<file path="src/rtl/cassette_save_if.sv">
// cassette_save_if: request, RAM read port and tape byte sink of the tape-image writer.
// The master modport is the writer itself; the slave modport is its environment.
interface cassette_save_if #(
    parameter int NAME_MAX = 8
);
    logic                  start;
    logic [7:0]            file_type;
    logic [8*NAME_MAX-1:0] name;
    logic [3:0]            name_len;
    logic [15:0]           load_addr;
    logic [15:0]           prog_len;
    logic                  mem_rd;
    logic [15:0]           mem_addr;
    logic [7:0]            mem_din;
    logic [7:0]            tape_dout;
    logic                  tape_valid;
    logic                  tape_ready;
    logic [24:0]           tape_addr;
    logic                  busy;
    logic                  done;
    logic                  error;

    modport master (
        input  start, file_type, name, name_len, load_addr, prog_len, mem_din, tape_ready,
        output mem_rd, mem_addr, tape_dout, tape_valid, tape_addr, busy, done, error
    );

    modport slave (
        output start, file_type, name, name_len, load_addr, prog_len, mem_din, tape_ready,
        input  mem_rd, mem_addr, tape_dout, tape_valid, tape_addr, busy, done, error
    );
endinterface

</file>
<file path="src/rtl/cassette_save.sv">
// cassette_save: serialises a Lynx TAP image (quote, name, quote, type, length,
// [load], code, [check, trailer]) onto a valid/ready byte sink, reading code
// bytes from RAM through a 1-cycle-latency read port.
// Optional feature macro: CASSETTE_SAVE_LEADER_EN prepends LEADER_LEN bytes of
// 8'hA5 ahead of the first quote; they are counted in tape_addr.
module cassette_save #(
    parameter int         NAME_MAX   = 8,
    parameter logic [7:0] TRAILER    = 8'h00,
    parameter int         LEADER_LEN = 16
) (
    input  logic           clk,
    input  logic           reset,
    cassette_save_if.master bus
);
    typedef enum logic [3:0] {
        S_IDLE, S_LEADER, S_QUOTE1, S_NAME, S_QUOTE2, S_FTYPE, S_LENLO, S_LENHI,
        S_LOADLO, S_LOADHI, S_FETCH, S_LATCH, S_CODE, S_CHECK, S_TRAIL, S_DONE
    } state_t;

    state_t                state;
    state_t                hdr_next;
    logic [7:0]            hdr_byte;
    logic [3:0]            next_idx;
    logic [7:0]            chk_next;
    logic [8*NAME_MAX-1:0] name_r;
    logic [3:0]            nlen;
    logic [3:0]            name_idx;
    logic [7:0]            ftype;
    logic                  is_md;
    logic [15:0]           remain;
    logic [15:0]           ptr;
    logic [7:0]            chk;
    logic [7:0]            tape_dout;
    logic                  tape_valid;
    logic [24:0]           tape_addr;
    logic                  busy;
    logic                  done;
    logic                  error;
    logic                  accept;
    logic                  mem_rd;
`ifdef CASSETTE_SAVE_LEADER_EN
    logic [15:0]           lead_cnt;
`else
    logic                  unused_leader;
    assign unused_leader = (LEADER_LEN != 0);
`endif

    // Name length saturates at the configured maximum.
    function automatic logic [3:0] clamp_len(input logic [3:0] len);
        return (int'(len) > NAME_MAX) ? 4'(NAME_MAX) : len;
    endfunction

    // Check digit is the plain 8-bit sum of the code bytes.
    function automatic logic [7:0] add_mod256(input logic [7:0] a, input logic [7:0] b);
        return a + b;
    endfunction

    function automatic logic type_known(input logic [7:0] ft);
        return (ft == 8'h42) || (ft == 8'h4D) || (ft == 8'h44) || (ft == 8'h41);
    endfunction

    assign accept = tape_valid && bus.tape_ready;
    // A fetch goes out on entry to the code loop and again on every accepted
    // code byte that is not the last, so a byte can move every 2 cycles.
    assign mem_rd = (state == S_FETCH) || (state == S_CODE && accept && remain != 16'd1);

    assign bus.mem_rd     = mem_rd;
    assign bus.mem_addr   = ptr;
    assign bus.tape_dout  = tape_dout;
    assign bus.tape_valid = tape_valid;
    assign bus.tape_addr  = tape_addr;
    assign bus.busy       = busy;
    assign bus.done       = done;
    assign bus.error      = error;

    // Successor of the current byte-emitting state and the byte it presents.
    always_comb begin
        hdr_next = S_DONE;
        next_idx = 4'd0;
        hdr_byte = 8'h00;
        chk_next = (state == S_CODE) ? add_mod256(chk, tape_dout) : chk;
        case (state)
`ifdef CASSETTE_SAVE_LEADER_EN
            S_LEADER: hdr_next = (lead_cnt == 16'(LEADER_LEN - 1)) ? S_QUOTE1 : S_LEADER;
`endif
            S_QUOTE1: hdr_next = (nlen != 4'd0) ? S_NAME : S_QUOTE2;
            S_NAME: begin
                next_idx = name_idx + 4'd1;
                hdr_next = (next_idx == nlen) ? S_QUOTE2 : S_NAME;
            end
            S_QUOTE2: hdr_next = S_FTYPE;
            S_FTYPE:  hdr_next = S_LENLO;
            S_LENLO:  hdr_next = S_LENHI;
            S_LENHI:  hdr_next = is_md ? S_LOADLO : ((remain == 16'd0) ? S_DONE : S_FETCH);
            S_LOADLO: hdr_next = S_LOADHI;
            S_LOADHI: hdr_next = (remain == 16'd0) ? S_CHECK : S_FETCH;
            S_CODE:   hdr_next = is_md ? S_CHECK : S_DONE;
            S_CHECK:  hdr_next = S_TRAIL;
            default:  hdr_next = S_DONE;
        endcase
        case (hdr_next)
            S_LEADER:           hdr_byte = 8'hA5;
            S_QUOTE1, S_QUOTE2: hdr_byte = 8'h22;
            S_NAME:             hdr_byte = name_r[8*int'(next_idx) +: 8];
            S_FTYPE:            hdr_byte = ftype;
            S_LENLO:            hdr_byte = remain[7:0];
            S_LENHI:            hdr_byte = remain[15:8];
            S_LOADLO:           hdr_byte = ptr[7:0];
            S_LOADHI:           hdr_byte = ptr[15:8];
            S_CHECK:            hdr_byte = chk_next;
            S_TRAIL:            hdr_byte = TRAILER;
            default:            hdr_byte = 8'h00;
        endcase
    end

    // Writer FSM: request capture, byte sequencing, code fetch loop and completion.
    always_ff @(posedge clk) begin
        if (reset) begin
            state      <= S_IDLE;
            tape_dout  <= 8'h00;
            tape_valid <= 1'b0;
            tape_addr  <= '0;
            busy       <= 1'b0;
            done       <= 1'b0;
            error      <= 1'b0;
            ptr        <= 16'h0000;
            chk        <= 8'h00;
`ifdef CASSETTE_SAVE_LEADER_EN
            lead_cnt   <= 16'd0;
`endif
        end else begin
            done  <= 1'b0;
            error <= 1'b0;
            if (mem_rd) ptr <= ptr + 16'd1;
            case (state)
                S_IDLE: begin
                    if (bus.start) begin
                        if (type_known(bus.file_type)) begin
                            name_r     <= bus.name;
                            nlen       <= clamp_len(bus.name_len);
                            name_idx   <= 4'd0;
                            ftype      <= bus.file_type;
                            is_md      <= (bus.file_type == 8'h4D) || (bus.file_type == 8'h44);
                            remain     <= bus.prog_len;
                            ptr        <= bus.load_addr;
                            chk        <= 8'h00;
                            busy       <= 1'b1;
                            tape_valid <= 1'b1;
                            tape_addr  <= '0;
`ifdef CASSETTE_SAVE_LEADER_EN
                            lead_cnt   <= 16'd0;
                            state      <= S_LEADER;
                            tape_dout  <= 8'hA5;
`else
                            state      <= S_QUOTE1;
                            tape_dout  <= 8'h22;
`endif
                        end else begin
                            error <= 1'b1;
                        end
                    end
                end
                S_FETCH: state <= S_LATCH;
                S_LATCH: begin
                    tape_dout  <= bus.mem_din;
                    tape_valid <= 1'b1;
                    state      <= S_CODE;
                end
                S_DONE: state <= S_IDLE;
                default: begin
                    if (accept) begin
                        tape_addr <= tape_addr + 25'd1;
`ifdef CASSETTE_SAVE_LEADER_EN
                        if (state == S_LEADER) lead_cnt <= lead_cnt + 16'd1;
`endif
                        if (state == S_CODE) begin
                            chk    <= chk_next;
                            remain <= remain - 16'd1;
                        end
                        if (state == S_CODE && remain != 16'd1) begin
                            tape_valid <= 1'b0;
                            state      <= S_LATCH;
                        end else begin
                            state     <= hdr_next;
                            tape_dout <= hdr_byte;
                            name_idx  <= next_idx;
                            if (hdr_next == S_FETCH) begin
                                tape_valid <= 1'b0;
                            end else if (hdr_next == S_DONE) begin
                                tape_valid <= 1'b0;
                                busy       <= 1'b0;
                                done       <= 1'b1;
                            end
                        end
                    end
                end
            endcase
        end
    end
endmodule

</file>
<file path="src/flat_wrapper.sv">
// flat-port wrapper written by rule: the top's interface ports become plain ports
module cassette_save_flat 
#(
    parameter int         NAME_MAX   = 8,
    parameter logic [7:0] TRAILER    = 8'h00,
    parameter int         LEADER_LEN = 16
)
  (clk, reset, bus_start, bus_file_type, bus_name, bus_name_len, bus_load_addr, bus_prog_len, bus_mem_din, bus_tape_ready, bus_mem_rd, bus_mem_addr, bus_tape_dout, bus_tape_valid, bus_tape_addr, bus_busy, bus_done, bus_error);
  cassette_save_if #(.NAME_MAX(NAME_MAX)) bus_i ();
  input  logic clk;
  input  logic reset;
  input wire logic [$bits(bus_i.start)-1:0] bus_start;
  input wire logic [$bits(bus_i.file_type)-1:0] bus_file_type;
  input wire logic [$bits(bus_i.name)-1:0] bus_name;
  input wire logic [$bits(bus_i.name_len)-1:0] bus_name_len;
  input wire logic [$bits(bus_i.load_addr)-1:0] bus_load_addr;
  input wire logic [$bits(bus_i.prog_len)-1:0] bus_prog_len;
  input wire logic [$bits(bus_i.mem_din)-1:0] bus_mem_din;
  input wire logic [$bits(bus_i.tape_ready)-1:0] bus_tape_ready;
  output wire logic [$bits(bus_i.mem_rd)-1:0] bus_mem_rd;
  output wire logic [$bits(bus_i.mem_addr)-1:0] bus_mem_addr;
  output wire logic [$bits(bus_i.tape_dout)-1:0] bus_tape_dout;
  output wire logic [$bits(bus_i.tape_valid)-1:0] bus_tape_valid;
  output wire logic [$bits(bus_i.tape_addr)-1:0] bus_tape_addr;
  output wire logic [$bits(bus_i.busy)-1:0] bus_busy;
  output wire logic [$bits(bus_i.done)-1:0] bus_done;
  output wire logic [$bits(bus_i.error)-1:0] bus_error;
  assign bus_i.start = bus_start;
  assign bus_i.file_type = bus_file_type;
  assign bus_i.name = bus_name;
  assign bus_i.name_len = bus_name_len;
  assign bus_i.load_addr = bus_load_addr;
  assign bus_i.prog_len = bus_prog_len;
  assign bus_i.mem_din = bus_mem_din;
  assign bus_i.tape_ready = bus_tape_ready;
  assign bus_mem_rd = bus_i.mem_rd;
  assign bus_mem_addr = bus_i.mem_addr;
  assign bus_tape_dout = bus_i.tape_dout;
  assign bus_tape_valid = bus_i.tape_valid;
  assign bus_tape_addr = bus_i.tape_addr;
  assign bus_busy = bus_i.busy;
  assign bus_done = bus_i.done;
  assign bus_error = bus_i.error;
  cassette_save #(.NAME_MAX(NAME_MAX), .TRAILER(TRAILER), .LEADER_LEN(LEADER_LEN)) u_core (.clk(clk), .reset(reset), .bus(bus_i));
endmodule
</file>
<file path="config.mk">
export PLATFORM = sky130hd
export DESIGN_NAME = cassette_save_flat
export DESIGN_NICKNAME = d
export VERILOG_FILES = /design/src/rtl/cassette_save_if.sv /design/src/rtl/cassette_save.sv /design/src/flat_wrapper.sv
export SDC_FILE = /design/constraint.sdc
export NUM_CORES = 1
export LEC_CHECK = 0
export CORE_MARGIN = 5
export CORE_UTILIZATION = 52
export DETAILED_ROUTE_END_ITERATION = 8
export PLACE_DENSITY = 0.81
export SLEW_MARGIN = 5
export SYNTH_ARGS = -nofsm -noshare
export SYNTH_HDL_FRONTEND = slang
export SYNTH_SLANG_ARGS = --single-unit
export TNS_END_PERCENT = 100
</file>
<file path="constraint.sdc">
create_clock -name clk -period 7.6 [get_ports clk]
set_input_delay 1.9 -clock clk [delete_from_list [all_inputs] [get_ports clk]]
set_output_delay 1.9 -clock clk [all_outputs]
set_load 0.1 [all_outputs]
</file>
======== After elaboration in Yosys (flattened, before gate mapping) ========
Index checks and enable logic that the tools add are counted.
cells by class
  add/subtract/negate cells ............... 5
  multiply operators ...................... 0
  divide/modulo/power cells ............... 0
  magnitude comparators ................... 1
  equal/unequal tests ..................... 36
  shift operators ......................... 1
  multiplexer cells ....................... 56
  bitwise operators ....................... 6
  reduce and logical (&&, ||, !) cells .... 32
operators by type and width
  operator                 count
  $mux W16                 8
  $mux W25                 3
  $mux W8                  9
  $pmux W8 S9              1
  $shiftx A64 B8 Y8        1
  $pmux W25 S2             1
  $eq A4 B4 Y1 const B     12
  $mux W4                  10
  $pmux W4 S10             1
  $eq A4 B3 Y1 const B     8
  $eq A8 B7 Y1 const B     4
  $pmux W16 S2             1
  $add A25 B1 Y25 const B  1
  $pmux W8 S3              1
  $add A16 B1 Y16 const B  1
  $eq A4 B2 Y1 const B     4
  $logic_not A16 Y1        1
  $ne A16 B1 Y1 const B    1
  $pmux W4 S4              1
  $pmux W8 S2              1
  $sub A16 B1 Y16 const B  1
  $reduce_and A5 Y1        3
  $mux W3                  4
  $reduce_and A6 Y1        2
  other kinds (27)         57
word-level totals
  flip-flop bits (word level) ............. 162
  latch bits .............................. 0
  RAM bits ................................ 0
  bits in read-only memories .............. 0
  bits of input ports ..................... 120
  output and inout bits ................... 54
  logic and storage cells ................. 152
  memories ................................ 0

======== Logic depth before layout (Yosys ltp) ========
Gate-level depths: netlist (run 1).
  word-level depth ........................ 10
  depth in mapped cells ................... 10
  gate-level depth less buffers ........... 9

======== Worst setup path after synthesis (run 1) ========
OpenSTA, ideal clock, no wires.
  path type ............................... input-to-reg
  from .................................... in bus_file_type[5]
  to ...................................... reg u_core.ftype[0], enable pin
  setup time .............................. 0.515 ns
  arrival ................................. 6.258 ns
  required time ........................... 7.085 ns
  setup slack ............................. 0.827 ns
  cell stages on the path ................. 5
  buffers on the path ..................... 1
  cell sequence ........................... or4b_1 nor2_1 nand3_1 clkbuf_1 nor2_1
between the ends
  cells in the longest elaborated chain, start to end .. 5
  elaborated cells on any way between the ends .. 8
  those cells by class .................... eq/ne: 4; reduce/logical: 4
ends and longest elaborated chain
  what                              RTL line              text
  start: declaration                flat_wrapper.sv:13    input wire logic [$bits(bus_i.file_type)-1:0] bus_file_type;
  $eq A8 B7 Y1                      cassette_save.sv:59   return (ft == 8'h42) || (ft == 8'h4D) || (ft == 8'h44) || (ft == 8'h41);
  $logic_or A1 B1 Y1 (2 in series)  cassette_save.sv:59
  $logic_or A1 B1 Y1 *              cassette_save.sv:59
  $reduce_and A4 Y1 (no line) *     --
  end signal: assignment            cassette_save.sv:142  ftype <= bus.file_type;
  end: declaration                  cassette_save.sv:28   logic [7:0] ftype;
Every way passes the cells marked *; elsewhere a longest branch is shown, timed or not.
A chain may end at the register's enable or synchronous reset.

======== Final worst setup path (run 1) ========
  from .................................... in bus_tape_ready
  to ...................................... out bus_mem_rd
between the ends
  cells in the longest elaborated chain, start to end .. 4
ends and longest elaborated chain
  what                               RTL line             text
  start: declaration                 flat_wrapper.sv:19   input wire logic [$bits(bus_i.tape_ready)-1:0] bus_tape_ready;
  $logic_and A1 B1 Y1                cassette_save.sv:62  assign accept = tape_valid && bus.tape_ready;
  $logic_and A1 B1 Y1 (2 in series)  cassette_save.sv:65  assign mem_rd = (state == S_FETCH) || (state == S_CODE && accept && remain != 16'd1);
  $logic_or A1 B1 Y1                 cassette_save.sv:65
  end: declaration                   flat_wrapper.sv:20   output wire logic [$bits(bus_i.mem_rd)-1:0] bus_mem_rd;
Every way passes these cells.

==> reports/metrics.yaml, run 1 <==
outcome:
  outcome: "finished, final reports clean"
yosys:
  synth_common_cells: "edfxtp_1 (97), nor2_1 (87), nand2_1 (75)"
  yosys.area.top_type: "edfxtp_1"
  synthCells: 854
  synth_ff_type: "edfxtp_1"
  yosysMostFrequentCell: "edfxtp_1"
  netlist_area_um2: 8428
  synthXorXnorAreaFrac_pct: 5.716
  ys_seq_elements: 162
  synth_top_area_share_pct: 34.56
  synth_simple_gate_area_share_pct: 19.17
  yosysSeqAreaShare_pct: 50.00
  synth_edf_count: 97
  synth_compound_area_share_pct: 16.66
  syn_nets: 987
  ys_types: 74
  async_flop_share_pct: 0
  syn_avg_cell_area_um2: 9.869
  yosys_warnings: 0
  synth_fa_ha_area_share_pct: 2.019
  synth_mux_area_share_pct: 3.073
  synth.area.top_cells: "edfxtp_1 (35%), dfxtp_1 (15%), xnor2_1 (4.3%)"
  synth_top_family_by_area: "simple AND/OR/NAND/NOR gates"
pwr:
  seq_power_share_pct: 41.9
  switching_share_pct: 30.95
  p_int_w: 0.001652
  pwr-share-clk_pct: 35.9
  ir_worst_vdd_uv: 183.9
  power_leakage_nw: 3.633
  cellPowerDensity_nw_per_um2: 219.6
  p_sw_w: 0.0007404
  combinationalPowerShare_pct: 22.2
worst_setup_path:
  crit_buf_inv: 3
  critical_path.most_common_cell: "nand2_1"
  cp-start-kind: "input port"
  crit_chain: "clkdlybuf4s50_1 -> nand2_1 -> o31ai_1 -> nand2_1 -> inv_1 -> buf_4"
  rr_worst_depth: 9
  reg2reg_from: "u_core.name_idx[0]"
  cp-startpoint: "bus_tape_ready"
  r2r-end: "u_core.bus.tape_dout[1]"
  crit_path_end_kind: "output port"
  crit_path_top_delay_cell: "o31ai_1"
  r2r_slack_ns: 3.73
  slowest_delay_ns: 0.59
  worstPathArrival_ns: 3.75
  critPathRequiredTime_ns: 5.70
  critPathTopFamily: "buffers and inverters"
  critPathMaxFanout: 6
  path_class: "input port to output port"
finish:
  area_delta_synth_final_pct: 29.29
  drive_above_1_share_pct: 6.654
  fillers: 1249
  layout.nets: 1142
  fin_area_um2: 10900
  antenna_cells: 0
routing:
  post-route-drc-count: 0
  drt_iter0_drc: 730
  num_vias: 7341
  wl_um: 23190
  firstDrtPassIters: 6
  postRouteAntennaNets: 0
  viasPerCell: 5.930
  detail_route.wl_per_cell_um: 18.73
sta:
  hold_violations: 0
  rsz0062_at_grt: "no"
  fmax_ghz: 0.1771
  fin_tns_setup_ns: 0
  setup_violations: 0
  min_period_ns: 5.646
  slew_headroom_pct: 29.92
  worst-slew-pin-transition_ns: 1.048
  final_max_slew_viol_count: 0
  final.period_utilization_pct: 74.29
  fin_skew_ns: 0.01131
grt:
  antenna_found_initial: 2
  grt_pass1_wl_um: 35770
  grt_usage_pct: 24.45
  grt-ovfl-total: 0
  grt_max_degree: 78
  grt_pass1_vias: 7034
clocking:
  cts_setup_buffers: 0
  cts-root-buf: "clkbuf_16"
  cts_made_buffers: 17
  cts_buffer_depth: 2
  clkTransAtPathRegs_ns: 0.06
  cts.sinks: 162
  cts_resized: 0
  h-tree-depth: 4
  cts_tree: "yes"
  insertion_delay_ns: 0.42
  ctsHoldBuffers: 0
floorplan:
  start_util_pct: 53.06
  rows: 46
  dieArea_um2: 18850
  die_height_um: 137.3
  io_pins: 174
  fp.dieW_um: 137.3
  core_area_um2: 15890
min_path:
  hp-start: "u_core.bus.busy"
  min_to: "u_core.bus.busy"
  hp-class: "register to register"
  hold_path_depth: 2
job:
  drv_cap: 0
place:
  hpwl_um: 16900
  routabilityCongestion: 0.9320
  port_buffers: 173
  post_dp_cell_area_um2: 10300
## final cells by class
| class | instances | area, um2 | area share [%] |
|---|---|---|---|
| clock buffers | 18 | 439.2 | 4.030 |
| clock inverters | 14 | 153.9 | 1.412 |
| inverters | 23 | 86.33 | 0.7923 |
| multi-input cells | 624 | 3944 | 36.19 |
| flip-flops and latches | 162 | 4214 | 38.67 |
| well taps | 216 | 270.3 | 2.480 |
| repair buffers | 181 | 1789 | 16.42 |
## worst register-to-register path, delay by kind of cell, from the launching register on
family,cells,cell delay [ns]
adders and majority gates,1,0.39
AOI/OAI and AO/OA,5,1.23
buffers and inverters,1,0.61
DFF,1,0.74
xor gates and xnor gates,1,0.36
and+or+nand+nor,1,0.45
## metal layers
layer | track usage, % | share of wire [%] | vias up
met1 | 31.39 | 41 | 3412
li1 | - | - | 3498
met2 | 40.25 | 48 | 357
met4 | 9.368 | 3.1 | 4
met3 | 5.734 | 8.7 | 70
met5 | 0 | 0.086 | -
## sequential cells by signal, summed over array words and instances, names as in the netlist
name and count:
u_core.name_r 64, u_core.bus.tape_addr 25, u_core.bus.mem_addr 16, u_core.remain 16, u_core.bus.tape_dout 8, u_core.chk 8, u_core.ftype 8, u_core.name_idx 4
u_core.nlen 4, u_core.state 4, u_core.bus.busy 1, u_core.bus.done 1, u_core.bus.error 1, u_core.bus.tape_valid 1, u_core.is_md 1
## worst max-delay path by stage
| stage | slack [ns] | endpoint | depth (start not counted) |
|---|---|---|---|
| after floorplan | 0.83 | u_core.ftype[0] | 5 |
| after global placement | 2.03 | bus_mem_rd | 6 |
| after detailed placement | 1.96 | bus_mem_rd | 6 |
| after CTS | 1.95 | bus_mem_rd | 6 |
| after global routing | 1.75 | bus_mem_rd | 6 |
| final | 1.95 | bus_mem_rd | 6 |
## cells in the final DEF, fill, tap and decap left out, drive strengths merged, types with 25 or more instances in the layout
cell / count
a21oi: 53
clkdlybuf4s50: 172
dfxtp: 65
edfxtp: 97
inv: 27
nand2: 75
nand3: 25
nor2: 89
nor3: 32
o21ai: 52
xnor2: 41
## cells by family after synthesis
| group | after synthesis |
|---|---|
| buf+inv | 68 |
| fa+ha+maj | 13 |
| mux | 25 |
| compound gates | 212 |
| simple gates | 319 |
| xor+xnor | 55 |
| flops | 162 |
## metrics by stage
step	power [W]	hold slack [ns]	utilization, %	worst slack [ns]	std cells
2_1_floorplan	0.001367	0.4574	-	0.8275	854
3_3_place_gp	0.001536	0.4649	64.86	2.025	1206
3_5_place_dp	0.001542	0.4688	64.86	1.956	1206
4_1_cts	0.002393	0.4780	68.60	1.954	1238
5_1_grt	0.002474	0.5057	68.60	1.753	1238
6_report	0.002393	0.4758	68.60	1.954	1238
## power by group through the flow
stage | Combinational, W | Clock (W) | Sequential (W)
5_1_grt | 0.000564 | 0.000903 | 0.00101
4_1_cts | 0.000525 | 0.000868 | 0.00100
3_5_place_dp | 0.000522 | 0 | 0.00102
6_report | 0.000531 | 0.000859 | 0.00100
2_1_floorplan | 0.000246 | 0 | 0.00112
3_3_place_gp | 0.000516 | 0 | 0.00102
(Power assumes the default switching activity.)
==> inputs of run 2 (changes only) <==
==> constraint.sdc (replaced) <==
create_clock -name clk -period 5.4 [get_ports clk]
set_input_delay 1.35 -clock clk [delete_from_list [all_inputs] [get_ports clk]]
set_output_delay 1.35 -clock clk [all_outputs]
set_load 0.1 [all_outputs]
==> run 2 against run 1 <==
  * Core utilization rose by 0.071 points
  * Global-route usage rose by 0.21 points
  * Sequential share of layout area barely moved
  * Final cell count did not move
  * First-iteration DRC count fell by 7.3%
  * Largest power group unchanged
==> reports/metrics.yaml, run 2 (same netlist as run 1, synthesis figures left out) <==
floorplan:
  die_height_um: 137.3  # unchanged
  fp.dieW_um: 137.3  # unchanged
  core_area_um2: 15890  # unchanged
  start_util_pct: 53.06  # unchanged
  io_pins: 174  # unchanged
  dieArea_um2: 18850  # unchanged
  rows: 46  # unchanged
clocking:
  cts.sinks: 162  # unchanged
  ctsHoldBuffers: 0  # unchanged
  cts_resized: 0  # unchanged
  cts_setup_buffers: 0  # unchanged
  insertion_delay_ns: 0.44  # +0.02 ns
  cts-root-buf: "clkbuf_16"
  cts_buffer_depth: 2  # unchanged
  clkTransAtPathRegs_ns: 0.07  # about the same
  cts_made_buffers: 17  # unchanged
  h-tree-depth: 4  # unchanged
  cts_tree: "yes"
worst_setup_path:
  cp-start-kind: "input port"
  r2r_slack_ns: 1.41  # -2.32 ns
  path_class: "input port to output port"
  crit_path_end_kind: "output port"
  worstPathArrival_ns: 3.10  # -0.65 ns
  reg2reg_from: "u_core.name_idx[0]"
  critPathRequiredTime_ns: 4.05  # -1.65 ns
  critPathMaxFanout: 6  # unchanged
  rr_worst_depth: 9  # unchanged
  r2r-end: "u_core.bus.tape_dout[1]"
pwr:
  power.total_w: 0.003351  # +40%
  ir_worst_vdd_uv: 288.3  # +57%
  power_leakage_nw: 3.635  # about the same
  cellPowerDensity_nw_per_um2: 307.2  # +40%
place:
  port_buffers: 173  # unchanged
  hpwl_um: 16810  # -0.55%
  routabilityCongestion: 0.9595  # +3.0%
finish:
  top_regs: "u_core.name_r x64, u_core.bus.tape_addr x25"
  layout_commonest_cell: "clkdlybuf4s50_1"
  area_delta_synth_final_pct: 29.42
  layout.nets: 1142  # unchanged
  final_cell_mix: "clkdlybuf4s50_1 (172), edfxtp_1 (97), nor2_1 (86)"
  antenna_cells: 0  # unchanged
  top_register: "u_core.name_r"
  drive_above_1_share_pct: 6.751  # +0.098 points
  largest_reg_flops: 64  # unchanged
grt:
  grt_usage_pct: 24.66  # +0.21 points
  grt_use_met1_pct: 31.14  # -0.25 points
  use_met2_pct: 39.26  # -0.98 points
  grt_pass1_vias: 6887  # -2.1%
  grt_pass1_wl_um: 35760  # about the same
  grt-busiest-layer: "met2"
  grt_max_degree: 69  # -12%
  grtUsageMet3_pct: 7.524  # +1.8 points
  antenna_found_initial: 0  # -2
  grt-ovfl-total: 0  # unchanged
routing:
  firstDrtPassIters: 5  # -1
  num_vias: 7292  # -0.67%
  viasPerCell: 5.890  # -0.67%
  post-route-drc-count: 0  # unchanged
  wl_um: 23070  # -0.50%
  postRouteAntennaNets: 0  # unchanged
  detail_route.wl_per_cell_um: 18.63  # -0.50%
  drt_iter0_drc: 677  # -7.3%
sta:
  rsz0062_at_grt: "no"
  fin_tns_setup_ns: 0  # unchanged
  final_max_slew_viol_count: 0  # unchanged
  hold_violations: 0  # unchanged
  min_period_ns: 4.449
  worst-slew-pin-transition_ns: 1.050  # +0.001943 ns
  final.period_utilization_pct: 82.40
  setup_violations: 0  # unchanged
  fmax_ghz: 0.2247
  fin_skew_ns: 0.008675  # -0.002631 ns
  slew_headroom_pct: 29.79  # -0.13 points
min_path:
  hold_path_depth: 2  # unchanged
  hp-start: "u_core.bus.busy"
  hp-class: "register to register"
  min_to: "u_core.bus.busy"
outcome:
  outcome: "finished, final reports clean"
job:
  drv_cap: 0  # unchanged
-- run 2: critical path, stage by stage --
cell and delay, ns:
clkdlybuf4s50_1 0.49, nand2_1 0.15, o31ai_1 0.51, nand2_1 0.18
inv_1 0.10, buf_4 0.29
-- run 2: worst max-delay path by stage --
stage                           from         endpoint  depth (start not counted)  slack, ns
floorplan           bus_file_type[5]  u_core.ftype[0]                          5       0.48
global placement      bus_tape_ready       bus_mem_rd                          6       0.98
detailed placement    bus_tape_ready       bus_mem_rd                          6       0.95
CTS                   bus_tape_ready       bus_mem_rd                          6       0.94
global route          bus_tape_ready       bus_mem_rd                          6       0.78
finish                bus_tape_ready       bus_mem_rd                          6       0.95
-- run 2: layout make-up --
| class | instances | area [um2] |
|---|---|---|
| well taps | 216 | 270.3 |
| clock buffers | 17 | 425.4 |
| inverters | 23 | 86.33 |
| clock inverters | 15 | 166.4 |
| repair buffers | 181 | 1802 |
| fillers | 1277 | 4977 |
| flip-flops and latches | 162 | 4214 |
| multi-input cells | 624 | 3944 |
-- run 2: report_power, final --
| part | internal (W) | total [W] | switching (W) |
|---|---|---|---|
| clock network | 0.000620 | 0.00120 | 0.000577 |
| logic | 0.000273 | 0.000744 | 0.000471 |
| registers | 0.00135 | 0.00141 | 0.0000602 |
| total | 0.00224 | 0.00335 | 0.00111 |
-- run 2: stage by stage --
| stage | cells | util [%] | hold slack (ns) | setup WS (ns) | instance area [um2] |
|---|---|---|---|---|---|
| 6_report | 1238 | 68.67 | 0.4756 | 0.9506 | 10910 |
| 5_1_grt | 1238 | 68.67 | 0.5075 | 0.7750 | 10910 |
| 4_1_cts | 1238 | 68.67 | 0.4782 | 0.9364 | 10910 |
| 3_5_place_dp | 1206 | 64.94 | 0.4670 | 0.9497 | 10320 |
| 3_3_place_gp | 1206 | 64.94 | 0.4651 | 0.9761 | 10320 |
| 2_1_floorplan | 854 | - | 0.4574 | 0.4836 | 8431 |
-- run 2: metal layers --
metal,routed length [um],up-vias,share of wire [%]
li1,-,3487,-
met1,9223,3413,40
met2,10820,330,47
met3,2117,62,9.2
met4,908,0,3.9
met5,0,-,0
